### src/rtl/axi4lite_pkg.sv
// Shared AXI4-Lite widths, response codes and the master FSM state type.
package axi4lite_pkg;

    localparam int AXI_ADDR_WIDTH = 32;
    localparam int AXI_DATA_WIDTH = 32;

    localparam logic [1:0] RESP_OKAY   = 2'b00;
    localparam logic [1:0] RESP_EXOKAY = 2'b01;
    localparam logic [1:0] RESP_SLVERR = 2'b10;
    localparam logic [1:0] RESP_DECERR = 2'b11;

    typedef enum logic [2:0] {
        IDLE,
        WR_REQ,
        WR_RESP,
        RD_ADDR,
        RD_DATA,
        RSP
    } state_t;

    function automatic logic resp_is_err(input logic [1:0] resp);
        return resp != RESP_OKAY;
    endfunction

endpackage

### src/rtl/axi4lite_sat_counter.sv
// Saturating event counter: increments on inc, sticks at all-ones, clears on synchronous reset.
module axi4lite_sat_counter #(
    parameter int STAT_W = 16
) (
    input  logic              clk,
    input  logic              rst,
    input  logic              inc,
    output logic [STAT_W-1:0] count
);

    logic [STAT_W-1:0] count_q, count_d;

    always_comb begin
        count_d = count_q;
        if (inc && (count_q != '1)) begin
            count_d = count_q + STAT_W'(1);
        end
    end

    always_ff @(posedge clk) begin
        if (rst) begin
            count_q <= '0;
        end else begin
            count_q <= count_d;
        end
    end

    assign count = count_q;

endmodule

### src/rtl/axi4lite_master.sv
// AXI4-Lite initiator, one outstanding transaction. Define AXI4LITE_MASTER_STATS_EN to add
// saturating write/read/error counters.
module axi4lite_master
    import axi4lite_pkg::*;
#(
    parameter int ADDR_W = AXI_ADDR_WIDTH,
    parameter int DATA_W = AXI_DATA_WIDTH,
    parameter int STAT_W = 16
) (
    input  logic              A_CLK,
    input  logic              A_RST,
    input  logic              cmd_valid,
    output logic              cmd_ready,
    input  logic              cmd_write,
    input  logic [ADDR_W-1:0] cmd_addr,
    input  logic [DATA_W-1:0] cmd_wdata,
    output logic              rsp_valid,
    input  logic              rsp_ready,
    output logic [DATA_W-1:0] rsp_rdata,
    output logic [1:0]        rsp_resp,
    output logic              AW_VALID,
    input  logic              AW_READY,
    output logic [ADDR_W-1:0] AW_ADDR,
    output logic              W_VALID,
    input  logic              W_READY,
    output logic [DATA_W-1:0] W_DATA,
    input  logic              B_VALID,
    output logic              B_READY,
    input  logic [1:0]        B_RESP,
    output logic              AR_VALID,
    input  logic              AR_READY,
    output logic [ADDR_W-1:0] AR_ADDR,
    input  logic              R_VALID,
    output logic              R_READY,
    input  logic [DATA_W-1:0] R_DATA,
    input  logic [1:0]        R_RESP
`ifdef AXI4LITE_MASTER_STATS_EN
    ,
    output logic [STAT_W-1:0] wr_count,
    output logic [STAT_W-1:0] rd_count,
    output logic [STAT_W-1:0] err_count
`endif
);

    state_t            state_q, state_d;
    logic [ADDR_W-1:0] addr_q, addr_d;
    logic [DATA_W-1:0] wdata_q, wdata_d;
    logic [DATA_W-1:0] rdata_q, rdata_d;
    logic [1:0]        resp_q, resp_d;
    logic              aw_valid_q, aw_valid_d;
    logic              w_valid_q, w_valid_d;
    logic              ar_valid_q, ar_valid_d;
    logic              is_wr_q, is_wr_d;
    logic              wr_capt, rd_capt, rsp_done;

    always_ff @(posedge A_CLK) begin
        if (A_RST) begin
            state_q    <= IDLE;
            addr_q     <= '0;
            wdata_q    <= '0;
            rdata_q    <= '0;
            resp_q     <= RESP_OKAY;
            aw_valid_q <= 1'b0;
            w_valid_q  <= 1'b0;
            ar_valid_q <= 1'b0;
            is_wr_q    <= 1'b0;
        end else begin
            state_q    <= state_d;
            addr_q     <= addr_d;
            wdata_q    <= wdata_d;
            rdata_q    <= rdata_d;
            resp_q     <= resp_d;
            aw_valid_q <= aw_valid_d;
            w_valid_q  <= w_valid_d;
            ar_valid_q <= ar_valid_d;
            is_wr_q    <= is_wr_d;
        end
    end

    always_comb begin
        state_d    = state_q;
        addr_d     = addr_q;
        wdata_d    = wdata_q;
        rdata_d    = rdata_q;
        resp_d     = resp_q;
        aw_valid_d = aw_valid_q;
        w_valid_d  = w_valid_q;
        ar_valid_d = ar_valid_q;
        is_wr_d    = is_wr_q;
        wr_capt    = 1'b0;
        rd_capt    = 1'b0;
        rsp_done   = 1'b0;

        case (state_q)
            IDLE: begin
                if (cmd_valid) begin
                    addr_d  = cmd_addr;
                    wdata_d = cmd_wdata;
                    is_wr_d = cmd_write;
                    if (cmd_write) begin
                        aw_valid_d = 1'b1;
                        w_valid_d  = 1'b1;
                        state_d    = WR_REQ;
                    end else begin
                        ar_valid_d = 1'b1;
                        state_d    = RD_ADDR;
                    end
                end
            end
            WR_REQ: begin
                // AW and W complete independently; each VALID drops on its own handshake
                if (aw_valid_q && AW_READY) aw_valid_d = 1'b0;
                if (w_valid_q && W_READY)   w_valid_d  = 1'b0;
                if (!aw_valid_d && !w_valid_d) state_d = WR_RESP;
            end
            WR_RESP: begin
                if (B_VALID) begin
                    resp_d  = B_RESP;
                    rdata_d = '0;
                    wr_capt = 1'b1;
                    state_d = RSP;
                end
            end
            RD_ADDR: begin
                if (AR_READY) begin
                    ar_valid_d = 1'b0;
                    state_d    = RD_DATA;
                end
            end
            RD_DATA: begin
                if (R_VALID) begin
                    rdata_d = R_DATA;
                    resp_d  = R_RESP;
                    rd_capt = 1'b1;
                    state_d = RSP;
                end
            end
            RSP: begin
                if (rsp_ready) begin
                    rsp_done = 1'b1;
                    state_d  = IDLE;
                end
            end
            default: state_d = IDLE;
        endcase
    end

    // Every output is a flop or a decode of state_q, so AXI inputs never reach AXI outputs
    assign cmd_ready = (state_q == IDLE);
    assign rsp_valid = (state_q == RSP);
    assign B_READY   = (state_q == WR_RESP);
    assign R_READY   = (state_q == RD_DATA);
    assign AW_VALID  = aw_valid_q;
    assign W_VALID   = w_valid_q;
    assign AR_VALID  = ar_valid_q;
    assign AW_ADDR   = addr_q;
    assign AR_ADDR   = addr_q;
    assign W_DATA    = wdata_q;
    assign rsp_rdata = rdata_q;
    assign rsp_resp  = resp_q;

`ifdef AXI4LITE_MASTER_STATS_EN
    logic wr_inc, rd_inc, err_inc;

    assign wr_inc  = rsp_done && is_wr_q;
    assign rd_inc  = rsp_done && !is_wr_q;
    assign err_inc = (wr_capt && resp_is_err(B_RESP)) || (rd_capt && resp_is_err(R_RESP));

    axi4lite_sat_counter #(.STAT_W(STAT_W)) u_wr_cnt (
        .clk(A_CLK), .rst(A_RST), .inc(wr_inc), .count(wr_count)
    );
    axi4lite_sat_counter #(.STAT_W(STAT_W)) u_rd_cnt (
        .clk(A_CLK), .rst(A_RST), .inc(rd_inc), .count(rd_count)
    );
    axi4lite_sat_counter #(.STAT_W(STAT_W)) u_err_cnt (
        .clk(A_CLK), .rst(A_RST), .inc(err_inc), .count(err_count)
    );
`else
    logic stats_unused;
    assign stats_unused = ^{(STAT_W > 0), wr_capt, rd_capt, rsp_done, is_wr_q};
`endif

endmodule

### config.mk
export PLATFORM = sky130hd
export DESIGN_NAME = axi4lite_master
export DESIGN_NICKNAME = d
export VERILOG_FILES = /design/src/rtl/axi4lite_pkg.sv /design/src/rtl/axi4lite_sat_counter.sv /design/src/rtl/axi4lite_master.sv
export SDC_FILE = /design/constraint.sdc
export NUM_CORES = 1
export LEC_CHECK = 0
export CELL_PAD_IN_SITES_DETAIL_PLACEMENT = 1
export CELL_PAD_IN_SITES_GLOBAL_PLACEMENT = 1
export CORE_MARGIN = 2
export CORE_UTILIZATION = 29
export CTS_BUF_LIST = sky130_fd_sc_hd__clkbuf_4 sky130_fd_sc_hd__clkbuf_8
export DETAILED_ROUTE_END_ITERATION = 12
export GPL_TIMING_DRIVEN = 0
export HOLD_SLACK_MARGIN = 0.08
export PLACE_DENSITY = 0.86
export REMOVE_ABC_BUFFERS = 1
export SETUP_SLACK_MARGIN = 0.02
export SLEW_MARGIN = 10
export SYNTH_ARGS = -nofsm -noshare
export SYNTH_HDL_FRONTEND = slang
export SYNTH_HIERARCHICAL = 1
export SYNTH_SLANG_ARGS = --single-unit
### constraint.sdc
create_clock -name A_CLK -period 3.1 [get_ports A_CLK]
set_input_delay 0.62 -clock A_CLK [delete_from_list [all_inputs] [get_ports A_CLK]]
set_output_delay 0.62 -clock A_CLK [all_outputs]
set_load 0.05 [all_outputs]
==> qor.txt, run 1 <==
GLOBAL ROUTE
--------------------------------------------------------------------------------
Congestion Overflow GR                                                         0
Via count of the first global-routing pass                                  4250
Global-route layer with the greatest usage                                  met2
Global-route wire length before repair                                  22000 um
Met2 usage in global routing                                               0.318
Maximum number of pins on one net before global-route repair                  67
GRT met3 Usage                                                            0.0314
Gr usage total                                                             0.173
Met1 track utilization from global routing                                 0.197
Initial antenna violation count                                                0

PLACED DESIGN
--------------------------------------------------------------------------------
Post-detailed-placement half-perimeter wirelength                        9960 um
Final Wtd Congestion                                                       0.748
Count of port buffers added during placement                                 246

FLOORPLANNING
--------------------------------------------------------------------------------
Number of placement rows                                                      44
DIE AREA                                                               15500 um2
Total I/O pin count                                                          247
Die height                                                                125 um
Initial cell density of the core                                           0.294
Core Footprint                                                         14400 um2
Die X                                                                     125 um

TIMING
--------------------------------------------------------------------------------
Final Hold Fails                                                               0
Unrepaired setup endpoints after global routing                            false
Clock Skews                                                            0.0116 ns
Final period demand of the worst path                                    2.93 ns
Total setup violations reported at the end of the flow                         0
Peak clock frequency supported by timing                                 341 MHz
Fin. max-slew vios                                                             0
Tightest Pin Transition                                                  1.08 ns
Part of the cycle the worst path needs                                     0.946
Worst hold margin                                                       0.460 ns
Slew margin rel.                                                           0.275

LAYOUT
--------------------------------------------------------------------------------
Commonest cells after routing, fill and taps aside                  sky130_fd_sc_hd__clkdlybuf4s50_1, sky130_fd_sc_hd__nand2_1, sky130_fd_sc_hd__dfxtp_1
Leading cell type in the layout, fill and taps excluded             sky130_fd_sc_hd__clkdlybuf4s50_1
Synthesis-to-finish area growth                                            56.6%
Final antenna diode count                                                      0
Fraction of final layout cells sized beyond drive strength 1              0.0745
Nets                                                                         779

WORST SETUP PATH
--------------------------------------------------------------------------------
CP Max Fanout                                                                 16
Sort of element at the start of the critical path                       register
FF-to-FF Start                                                        state_q[1]
Setup crit end kind                                                 primary output
Source of the critical timing path                                    state_q[1]
Data required time at the worst endpoint                                 2.48 ns
Critical path arrival                                                    2.31 ns
Kind of critical path                                                 reg -> out

CLOCKING
--------------------------------------------------------------------------------
Number of gates given a new drive strength after cts                           0
Worst-Skew Late Latency                                                  0.37 ns
H-tree depth reported by CTS                                                   3
CTS tree                                                                     yes
Clock transition at path regs                                            0.09 ns
CTS max path bufs                                                              2
Hold-fix buffer count after cts                                                0
Buffer count from post-CTS setup fixing                                        0
Clock buffer count from CTS                                                    9
Clock Root Buffer                                                   sky130_fd_sc_hd__clkbuf_8
Sink count of the clock tree                                                 104

HOLD PATH
--------------------------------------------------------------------------------
Min-Delay Startpoint                                                  W_DATA[13]
Hold WC Path Type                                                     reg -> reg

YOSYS
--------------------------------------------------------------------------------
Complex-gate fraction of the synthesized area                              0.165
FF+latch count, synth                                                        104
Synth Area per Inst                                                     8.84 um2
Share of synthesized cell area in and, or, nand and nor gates              0.198
Unique masters post-synth                                                     37
Number of standard cells after synthesis                                     478
Main combinational cell family by area after synthesis              simple AND/OR/NAND/NOR gates
Most area-consuming cells after synthesis                           sky130_fd_sc_hd__dfxtp_1, sky130_fd_sc_hd__nand2_1, sky130_fd_sc_hd__a21oi_1, sky130_fd_sc_hd__buf_4, sky130_fd_sc_hd__buf_6
Summed instance area of the synthesized netlist                         4220 um2
Largest area contributor in the netlist                             sky130_fd_sc_hd__dfxtp_1
Number of warnings reported in the yosys synthesis log                         6
Number of enable flip-flop cells after synthesis                               0
Most used flip-flop cell after synthesis                            sky130_fd_sc_hd__dfxtp_1
Share of synthesized area occupied by flip-flops and latches               0.493
Share of async-settable or async-resettable flops after synthesis              0
Area share of fa/ha/maj cells after synthesis                                  0
Synth Area in XOR/XNOR                                                         0
Fraction of synthesized area in multiplexers                              0.0151
Proportion of netlist area held by the largest area contributor            0.493

ROUTING
--------------------------------------------------------------------------------
ANT nets after route                                                           0
Total number of vias                                                        3952
Vias per inst                                                               4.62
Routed Wire Length                                                      13600 um
Detailed-router iteration count before antenna repair                          4
Post-detailed-route DRC marker count                                           0
Iteration-0 DRC Markers                                                      142
Average wire length per cell after detail routing                        15.9 um

RUN STATUS
--------------------------------------------------------------------------------
Status                                                              finished, final reports clean

FLOW RUN
--------------------------------------------------------------------------------
Count of maximum capacitance violations                                        0

POWER
--------------------------------------------------------------------------------
Total power draw                                                         5.22 mW
Leak                                                                     2.32 nW
Pwr dens                                                              788 nW/um2
Peak supply drop                                                      0.000455 V

-- cells by family after synthesis --
| kind of cell | Yosys count |
|---|---|
| compound gates | 107 |
| mux | 6 |
| simple gates | 190 |
| flops | 104 |
| buf+inv | 71 |
-- layout make-up --
| type | count | area (um2) |
|---|---|---|
| sequential | 104 | 2080 |
| multi-input combinational | 303 | 1600 |
| fill | 1656 | 7750 |
| inverter | 3 | 11.3 |
| tap | 184 | 230 |
| clock buffer | 10 | 138 |
| clock inverter | 3 | 45.0 |
| timing repair buffer | 248 | 2510 |
-- path summary, 6_finish.rpt --
check | cells after the start | to | slack, ns
worst max register to register | 4 | rsp_rdata[27] | 0.85
worst max-delay path | 2 | B_READY | 0.17
worst min-delay path | 2 | W_DATA[13] | 0.46
worst min register to register | 2 | W_DATA[13] | 0.46
-- synthesized netlist by cell type, types with 2 or more instances --
library cell,count
sky130_fd_sc_hd__nor2b_1,3
sky130_fd_sc_hd__a22oi_1,22
sky130_fd_sc_hd__nor2_1,28
sky130_fd_sc_hd__o21ai_0,2
sky130_fd_sc_hd__buf_2,2
sky130_fd_sc_hd__dfxtp_1,104
sky130_fd_sc_hd__clkbuf_1,12
sky130_fd_sc_hd__buf_4,36
sky130_fd_sc_hd__a21oi_1,67
sky130_fd_sc_hd__inv_1,3
sky130_fd_sc_hd__nor3b_1,2
sky130_fd_sc_hd__mux2i_1,3
sky130_fd_sc_hd__nand2b_1,3
sky130_fd_sc_hd__buf_6,17
sky130_fd_sc_hd__mux2_2,2
sky130_fd_sc_hd__and2_1,2
sky130_fd_sc_hd__nand2_1,131
sky130_fd_sc_hd__a22oi_2,10
sky130_fd_sc_hd__and3b_1,2
sky130_fd_sc_hd__nor2_2,10
-- power by group --
part           internal (mW)  switching, mW
Sequential              1.56          0.197
Combinational          0.882           1.74
Clock                  0.383          0.448
-- per-layer routing --
metal	share of wire	routed length, um	up-vias
met1	0.40	5490	1881
met3	0.047	636	23
met4	0.023	312	0
li1	-	-	1922
met5	0	0	-
met2	0.53	7160	126
-- flip-flops by register name (all words and copies together) (netlist names) --
register and flops:
AR_ADDR 32, W_DATA 32, rsp_rdata 32, state_q 3
rsp_resp 2, AR_VALID 1, AW_VALID 1, W_VALID 1
-- critical path: stages, from the launching register on --
cell                              delay (ns)
sky130_fd_sc_hd__dfxtp_1                0.70
sky130_fd_sc_hd__nor3b_1                0.38
sky130_fd_sc_hd__clkdlybuf4s50_1        0.88
-- metrics by stage --
stage	utilization	setup slack [ns]	setup TNS (ns)	instance area, um2	std cells
after floorplan	-	-0.152	-5.91	3690	410
after global placement	0.444	-1.64	-114.00	6380	840
after detailed placement	0.448	0.323	0	6430	842
after CTS	0.460	0.0479	0	6610	855
after global routing	0.460	0.0296	0	6620	855
final	0.460	0.168	0	6620	855
No activity file was read; power rests on OpenSTA's default activity.
==> run 2: changes to the inputs <==
--- a/config.mk
+++ b/config.mk
@@ -8,12 +8,12 @@
 export CELL_PAD_IN_SITES_DETAIL_PLACEMENT = 1
 export CELL_PAD_IN_SITES_GLOBAL_PLACEMENT = 1
 export CORE_MARGIN = 2
-export CORE_UTILIZATION = 29
+export CORE_UTILIZATION = 27
 export CTS_BUF_LIST = sky130_fd_sc_hd__clkbuf_4 sky130_fd_sc_hd__clkbuf_8
 export DETAILED_ROUTE_END_ITERATION = 12
 export GPL_TIMING_DRIVEN = 0
 export HOLD_SLACK_MARGIN = 0.08
-export PLACE_DENSITY = 0.86
+export PLACE_DENSITY = 0.81
 export REMOVE_ABC_BUFFERS = 1
 export SETUP_SLACK_MARGIN = 0.02
 export SLEW_MARGIN = 10
==> constraint.sdc (replaced) <==
create_clock -name A_CLK -period 2.71 [get_ports A_CLK]
set_input_delay 0.542 -clock A_CLK [delete_from_list [all_inputs] [get_ports A_CLK]]
set_output_delay 0.542 -clock A_CLK [all_outputs]
set_load 0.05 [all_outputs]
==> run 2 against run 1 <==
Compared with the run above:
- critical path depth did not move
- non-clock buffer count did not move
- register-to-register slack got worse by 0.34 ns
- wire length rose by 3.5%
- power rose by 14%
- cell count rose by 3.5%
- clock power rose by 13%
- combinational power rose by 14%
- worst setup slack improved by 0.019 ns
==> qor.txt, run 2 (synthesized netlist as in run 1, its figures left out) <==
WORST SETUP PATH
---------------------------------------------------------------------------
Setup crit end kind                                            primary output
Critical path arrival                                               1.98 ns
Kind of critical path                                            reg -> out
Worst reg-to-reg path cell count                                          4
Master of the slowest instance on the critical path            sky130_fd_sc_hd__clkdlybuf4s50_1
Maximum single-stage delay on the critical path                     0.85 ns
Data required time at the worst endpoint                            2.17 ns
Worst path cell trace                                          nor3_1, clkdlybuf4s50_1
Sort of element at the start of the critical path                  register
CP Max Fanout                                                            16

LAYOUT
---------------------------------------------------------------------------
Leading cell type in the layout, fill and taps excluded        sky130_fd_sc_hd__clkdlybuf4s50_1
Commonest cells after routing, fill and taps aside             sky130_fd_sc_hd__clkdlybuf4s50_1, sky130_fd_sc_hd__nand2_1, sky130_fd_sc_hd__dfxtp_1
Nets                                                                    779
Fraction of final layout cells sized beyond drive strength 1         0.0786
Synthesis-to-finish area growth                                       57.5%
Cell Count, Final, Fillers Out                                          885
Final antenna diode count                                                 0

CLOCKING
---------------------------------------------------------------------------
H-tree depth reported by CTS                                              3
Buffer count from post-CTS setup fixing                                   0
Sink count of the clock tree                                            104
Clock transition at path regs                                       0.10 ns
Clock Root Buffer                                              sky130_fd_sc_hd__clkbuf_8
CTS tree                                                                yes
Worst-Skew Late Latency                                             0.38 ns
Hold-fix buffer count after cts                                           0
CTS max path bufs                                                         2
Clock buffer count from CTS                                               9

FLOORPLANNING
---------------------------------------------------------------------------
Core Footprint                                                    15300 um2
Number of placement rows                                                 45
Die X                                                                129 um
Total I/O pin count                                                     247
DIE AREA                                                          16700 um2
Initial cell density of the core                                      0.277
Die height                                                           129 um

TIMING
---------------------------------------------------------------------------
Slew margin rel.                                                      0.306
Worst hold margin                                                  0.461 ns
Final period demand of the worst path                               2.52 ns
Clock Skews                                                       0.0167 ns
Unrepaired setup endpoints after global routing                       false
Final Hold Fails                                                          0
Tightest Pin Transition                                             1.04 ns
Peak clock frequency supported by timing                            396 MHz
Fin. max-slew vios                                                        0
Total setup violations reported at the end of the flow                    0
Part of the cycle the worst path needs                                0.931

ROUTING
---------------------------------------------------------------------------
Vias per inst                                                          4.52
ANT nets after route                                                      0
Routed Wire Length                                                 14100 um
Average wire length per cell after detail routing                   15.9 um
Total number of vias                                                   4003
Post-detailed-route DRC marker count                                      0
Detailed-router iteration count before antenna repair                     4
Iteration-0 DRC Markers                                                 165

HOLD PATH
---------------------------------------------------------------------------
Hold WC Path Type                                                reg -> reg
Hold Path Depth                                                           2

GLOBAL ROUTE
---------------------------------------------------------------------------
Via count of the first global-routing pass                             4142
Global-route wire length before repair                             21000 um
Congestion Overflow GR                                                    0
Maximum number of pins on one net before global-route repair             66
Gr usage total                                                        0.162
Initial antenna violation count                                           0

PLACED DESIGN
---------------------------------------------------------------------------
Count of port buffers added during placement                            246
Placed Instances                                                        869
Post-detailed-placement half-perimeter wirelength                  10600 um
Final Wtd Congestion                                                  0.752

RUN STATUS
---------------------------------------------------------------------------
Status                                                         finished, final reports clean

POWER
---------------------------------------------------------------------------
Pwr dens                                                         896 nW/um2
Leak                                                                2.34 nW
Peak supply drop                                                 0.000660 V

FLOW RUN
---------------------------------------------------------------------------
Count of maximum capacitance violations                                   0

==> run 2: worst paths after layout <==
kind / from / endpoint / slack (ns)
max reg2reg: state_q[1] / rsp_resp[1] / 0.51
min: W_DATA[23] / W_DATA[23] / 0.46
max: state_q[2] / cmd_ready / 0.19
min reg2reg: W_DATA[23] / W_DATA[23] / 0.46
==> run 2: metrics by stage <==
| step | power [mW] | setup WS [ns] | cell area (um2) | util | TNS [ns] |
|---|---|---|---|---|---|
| floorplan | 3.91 | -0.542 | 3690 | - | -31.65 |
| global placement | 5.00 | -2.04 | 6420 | 0.421 | -153.09 |
| detailed placement | 5.09 | 0.0575 | 6460 | 0.424 | 0 |
| CTS | 6.04 | 0.0885 | 6650 | 0.436 | 0 |
| global route | 6.26 | 0.0820 | 6650 | 0.436 | 0 |
| finish | 5.96 | 0.188 | 6650 | 0.436 | 0 |
==> run 2: timing repair <==
action,CTS,global route
gates resized for setup,3,1
endpoints found under the hold margin,0,0
setup endpoints to repair,3,1
==> run 2: power breakdown <==
part	internal, mW	switching [mW]	leakage [nW]
combinational	1.00	2.01	1.40
clock	0.396	0.546	0.0920
sequential	1.79	0.222	0.848
total	3.18	2.78	2.34
==> run 2: per-layer routing <==
layer	vias up	routed length [um]	GRT usage
li1	1926	-	-
met1	1932	5400	0.172
met2	127	7650	0.313
met3	18	728	0.0306
met4	0	297	0.0678
met5	-	0	0
==> run 2: cell type report <==
class / count / area (um2)
clock buffers: 12 / 159
clock inverters: 4 / 28.8
flip-flops and latches: 104 / 2080
inverters: 3 / 11.3
multi-input cells: 303 / 1600
fillers: 1786 / 8610
well taps: 211 / 264
repair buffers: 248 / 2500
==> run 2: critical path, delay by kind of cell, from the launching register on <==
kind | cells | cell delay [ns]
buf+inv | 1 | 0.85
flops | 1 | 0.47
simple gates | 1 | 0.30
